--- config.mk ---
export PLATFORM = sky130hd
export DESIGN_NAME = sr_framer
export DESIGN_NICKNAME = d
export VERILOG_FILES = /design/src/rtl/sr_framer.sv
export SDC_FILE = /design/constraint.sdc
export NUM_CORES = 1
export LEC_CHECK = 0
export CORE_UTILIZATION = 51
export CTS_CLUSTER_DIAMETER = 50
export CTS_CLUSTER_SIZE = 25
export DETAILED_ROUTE_END_ITERATION = 10
export PLACE_DENSITY_LB_ADDON = 0.15
export REMOVE_ABC_BUFFERS = 1
export SLEW_MARGIN = 20
export SYNTH_ARGS = -nofsm -noshare
export SYNTH_HDL_FRONTEND = slang
export SYNTH_SLANG_ARGS = --single-unit
--- constraint.sdc ---
create_clock -name clk -period 2.2 [get_ports clk]
set_input_delay 0.66 -clock clk [delete_from_list [all_inputs] [get_ports clk]]
set_output_delay 0.66 -clock clk [all_outputs]
set_load 0.05 [all_outputs]
--- src/rtl/sr_framer.sv ---
// Frame synchroniser for the parallel window of a serial shift register.
// Hunts for SYNC_WORD, then locks and emits aligned payload words.
module sr_framer #(
    parameter int                 WIDTH         = 4,
    parameter logic [WIDTH-1:0]   SYNC_WORD     = 4'b1011,
    parameter int                 PAYLOAD_WORDS = 2,
    parameter int                 MISS_LIMIT    = 2
) (
    input  logic                                   clk,
    input  logic                                   reset,
    input  logic                                   enable,
    input  logic [WIDTH-1:0]                       word_in,
    output logic                                   locked,
    output logic [WIDTH-1:0]                       data_out,
    output logic                                   data_valid,
    output logic                                   sync_lost,
    output logic [$clog2(PAYLOAD_WORDS+1)-1:0]     word_index
);

    localparam int BW = $clog2(WIDTH);
    localparam int WW = $clog2(PAYLOAD_WORDS + 1);
    localparam int MW = $clog2(MISS_LIMIT + 1);

    localparam logic [BW-1:0] BIT_LAST  = BW'(WIDTH - 1);
    localparam logic [WW-1:0] SYNC_SLOT = WW'(PAYLOAD_WORDS);
    localparam logic [MW-1:0] MISS_LAST = MW'(MISS_LIMIT - 1);

    localparam logic [0:0] HUNT   = 1'b0;
    localparam logic [0:0] LOCKED = 1'b1;

    logic [0:0]       state_q,    state_d;
    logic [BW-1:0]    bit_cnt_q,  bit_cnt_d;
    logic [WW-1:0]    word_cnt_q, word_cnt_d;
    logic [MW-1:0]    miss_cnt_q, miss_cnt_d;
    logic [WIDTH-1:0] data_q,     data_d;
    logic [WW-1:0]    index_q,    index_d;
    logic             valid_q,    valid_d;
    logic             lost_q,     lost_d;

    always_comb begin
        state_d    = state_q;
        bit_cnt_d  = bit_cnt_q;
        word_cnt_d = word_cnt_q;
        miss_cnt_d = miss_cnt_q;
        data_d     = data_q;
        index_d    = index_q;
        valid_d    = 1'b0;
        lost_d     = 1'b0;

        if (enable) begin
            case (state_q)
                HUNT: begin
                    if (word_in == SYNC_WORD) begin
                        state_d    = LOCKED;
                        bit_cnt_d  = '0;
                        word_cnt_d = '0;
                        miss_cnt_d = '0;
                    end
                end
                LOCKED: begin
                    if (bit_cnt_q == BIT_LAST) begin
                        bit_cnt_d = '0;
                        if (word_cnt_q < SYNC_SLOT) begin
                            data_d     = word_in;
                            index_d    = word_cnt_q;
                            valid_d    = 1'b1;
                            word_cnt_d = word_cnt_q + 1'b1;
                        end else begin
                            // Sync slot: a miss below the limit keeps the current alignment.
                            word_cnt_d = '0;
                            if (word_in == SYNC_WORD) begin
                                miss_cnt_d = '0;
                            end else if (miss_cnt_q < MISS_LAST) begin
                                miss_cnt_d = miss_cnt_q + 1'b1;
                            end else begin
                                state_d    = HUNT;
                                lost_d     = 1'b1;
                                miss_cnt_d = '0;
                            end
                        end
                    end else begin
                        bit_cnt_d = bit_cnt_q + 1'b1;
                    end
                end
                default: state_d = HUNT;
            endcase
        end
    end

    always_ff @(posedge clk or negedge reset) begin
        if (!reset) begin
            state_q    <= HUNT;
            bit_cnt_q  <= '0;
            word_cnt_q <= '0;
            miss_cnt_q <= '0;
            data_q     <= '0;
            index_q    <= '0;
            valid_q    <= 1'b0;
            lost_q     <= 1'b0;
        end else begin
            state_q    <= state_d;
            bit_cnt_q  <= bit_cnt_d;
            word_cnt_q <= word_cnt_d;
            miss_cnt_q <= miss_cnt_d;
            data_q     <= data_d;
            index_q    <= index_d;
            valid_q    <= valid_d;
            lost_q     <= lost_d;
        end
    end

    assign locked     = (state_q == LOCKED);
    assign data_out   = data_q;
    assign data_valid = valid_q;
    assign sync_lost  = lost_q;
    assign word_index = index_q;

endmodule

==> flow_metrics.env <==
export IMPL_synth_cells=56
export IMPL_ys_seq_elements=15
export IMPL_track_usage_pct=18.0
export IMPL_setup_violations=0
export IMPL_status="finished clean"
export IMPL_layout_commonest_cell="dfrtp_1"
export IMPL_diodes=0
export IMPL_ys_async_sr_fraction_pct=100
export IMPL_rsz0062_at_grt="no"
export IMPL_synthAdderAreaFrac_pct=5.18
export IMPL_cp_endpoint="word_index[0]"
export IMPL_gp_congestion=0.746
export IMPL_synth_top_cell_area_share_pct=51.8
export IMPL_fp_dieW_um=39.7
export IMPL_numCtsBuffers=3
export IMPL_r2r_end="data_out[2]"
export IMPL_grt_pass1_vias=409
export IMPL_period_needed_ns=2.10
export IMPL_cp_end_kind="output pin"
export IMPL_cts_buffer_depth=2
export IMPL_post_dp_hpwl_um=821
export IMPL_drt_iter0_drc=11
export IMPL_fp_row_count=13
export IMPL_cpPeakStageDelay_ns=0.81
export IMPL_syn_cell_area_um2=724
export IMPL_initial_utilization_pct=55.0
export IMPL_setup_tns_ns=0
export IMPL_dpl_worst_slack_ns=0.264
export IMPL_layout_common_cells="dfrtp_1, clkdlybuf4s50_1, inv_1, nand2_1, mux2_4"
export IMPL_fin_skew_ns=0.00360
export IMPL_power_density_nw_per_um2=1390
export IMPL_crit_buf_inv=1
export IMPL_cts_sinks=15
export IMPL_postRouteAntennaNets=0
export IMPL_yosysWarnings=0
export IMPL_die_area_um2=1580
export IMPL_area_growth_synth_to_final_pct=25.2
export IMPL_critPathLaunchType="flop"
export IMPL_post_cts_resized=0
export IMPL_core_area_um2=1320
export IMPL_rr_startpoint="bit_cnt_q[0]"
export IMPL_vias=479
export IMPL_ys_seq_area_share_pct=51.8
export IMPL_synthMuxAreaShare_pct=9.67
export IMPL_io_buffers=15
export IMPL_hold_path_class="reg -> reg"
export IMPL_yosys_area_top_type="dfrtp_1"
export IMPL_max_cap_viol_count=0
export IMPL_critPathSlowestCell="clkdlybuf4s50_1"
export IMPL_crit_chain="clkdlybuf4s50_1"
export IMPL_antenna_found_initial=0
export IMPL_crit_fanout=2
export IMPL_finalCritPeriodShare_pct=95.5
export IMPL_fillCellCount=101
export IMPL_ys_types=25
export IMPL_required_ns=1.54
export IMPL_drv_slew=0
export IMPL_cts_hold_fix_buffers=0
export IMPL_clk_pin_slew_ns=0.09
export IMPL_rrSetupSlack_ns=0.77
export IMPL_cts_tree="yes"
export IMPL_critical_path_top_delay_family="buffers and inverters"
export IMPL_totalWireLength_mm=1.11
export IMPL_clk_latency_ns=0.28
export IMPL_drc=0
export IMPL_die_h_um=39.7
export IMPL_htree_num_levels=1
export IMPL_grt_pass1_wl_mm=1.83
export IMPL_slew_limit_headroom_pct=66.5
export IMPL_cts_root_buf="clkbuf_4"
export IMPL_regArea_um2=375
export IMPL_syn_avg_cell_area_um2=12.9
export IMPL_utilization_pct=68.9
export IMPL_post_cts_buffers=0
export IMPL_yosys_top_cells_area="dfrtp_1, mux2_4, ha_1, a32o_1, nand4b_4"
export IMPL_fmax_mhz=476
export IMPL_cp_arrival_ns=1.44
export IMPL_worstSetupPathType="reg -> out"
export IMPL_tightest_slew_ns=0.501
export IMPL_viasPerCell=5.38
export IMPL_synth_simple_area_share_pct=15.4
export IMPL_grt_ovfl_total=0
export IMPL_post_drt_wl_per_cell_um=12.5
export IMPL_synth_compound_area_share_pct=11.7
export IMPL_irDropWorstVdd_uv=729
export IMPL_hold_viol=0
export IMPL_crit_cells=1
export IMPL_timing_final_ws_setup_ns=0.0995
export IMPL_synth_xor_area_share_pct=0
export IMPL_crit_start="word_index[0]"
export IMPL_layout_nets=85
export IMPL_total_leakage_power_nw=0.449
export IMPL_r2r_cells=3
export IMPL_ys_flop_type="dfrtp_1"
export IMPL_drtPass1Iterations=4
export IMPL_synth_edf_count=0
export IMPL_drive_above_1_share_pct=21.6
export IMPL_synth_top_family_by_area="simple AND/OR/NAND/NOR gates"
export IMPL_ios=16
export IMPL_grt_start_max_net_pins=16
export IMPL_multi_input_area_um2=304
[where the power goes]
group          switching, mW  internal, mW  leakage, nW
registers             0.0938         0.383        0.189
clock network         0.0851        0.0674       0.0177
logic                  0.348         0.287        0.242
[synthesized netlist by cell type (2+ instances only)]
library cell / number
inv_1: 5
dfrtp_1: 15
buf_4: 2
mux2_4: 4
a22o_1: 2
nand2_1: 4
ha_1: 3
and2_1: 2
a32o_1: 3
[kinds of logic after synthesis]
group	Yosys count
AO/OA/AOI/OAI	10
adder cells (fa/ha/maj)	3
buffers and inverters	8
flip-flops	15
multiplexers	5
AND/OR/NAND/NOR	15
[layer usage]
metal	part of all wire [%]	routed length, um	GRT usage (%)	vias to the layer above
met2	43	474	25.0	15
met1	52	574	25.5	223
met3	4.2	47	3.41	4
met5	0	0	0	-
met4	1.6	18	10.3	0
li1	-	-	-	237
[how the worst min path moves through the flow]
stage | to | startpoint | slack (ns) | cells past startpoint
5_1_grt | bit_cnt_q[1] | bit_cnt_q[1] | 0.52 | 1
2_1_floorplan | bit_cnt_q[0] | reset | 0.36 | 0
3_5_place_dp | word_index[0] | word_index[0] | 0.49 | 2
6_report | word_index[1] | word_index[1] | 0.50 | 1
3_3_place_gp | word_index[0] | word_index[0] | 0.46 | 2
4_1_cts | word_index[0] | word_index[0] | 0.51 | 2
[layout make-up]
| type | count | share of cell area (%) |
|---|---|---|
| clock buffer | 3 | 2.48 |
| inverter | 5 | 2.07 |
| clock inverter | 1 | 0.552 |
| tap | 15 | 2.07 |
| timing repair buffer | 17 | 17.9 |
| multi-input combinational | 33 | 33.5 |
| sequential | 15 | 41.4 |
[metrics by stage]
step / hold WS (ns) / power, mW / instances / instance area (um^2)
floorplan: 0.364 / 0.932 / 53 / 698
global placement: 0.465 / 1.11 / 85 / 880
detailed placement: 0.491 / 1.12 / 85 / 880
CTS: 0.513 / 1.27 / 89 / 907
global route: 0.521 / 1.34 / 89 / 907
finish: 0.503 / 1.26 / 89 / 907
[sequential cells by signal (all words and copies together), names as in the netlist]
name        count
sync_lost       1
bit_cnt_q       2
data_out        4
miss_cnt_q      2
data_valid      1
word_index      2
locked          1
word_cnt_q      2
No activity file was read; power rests on OpenSTA's default activity.
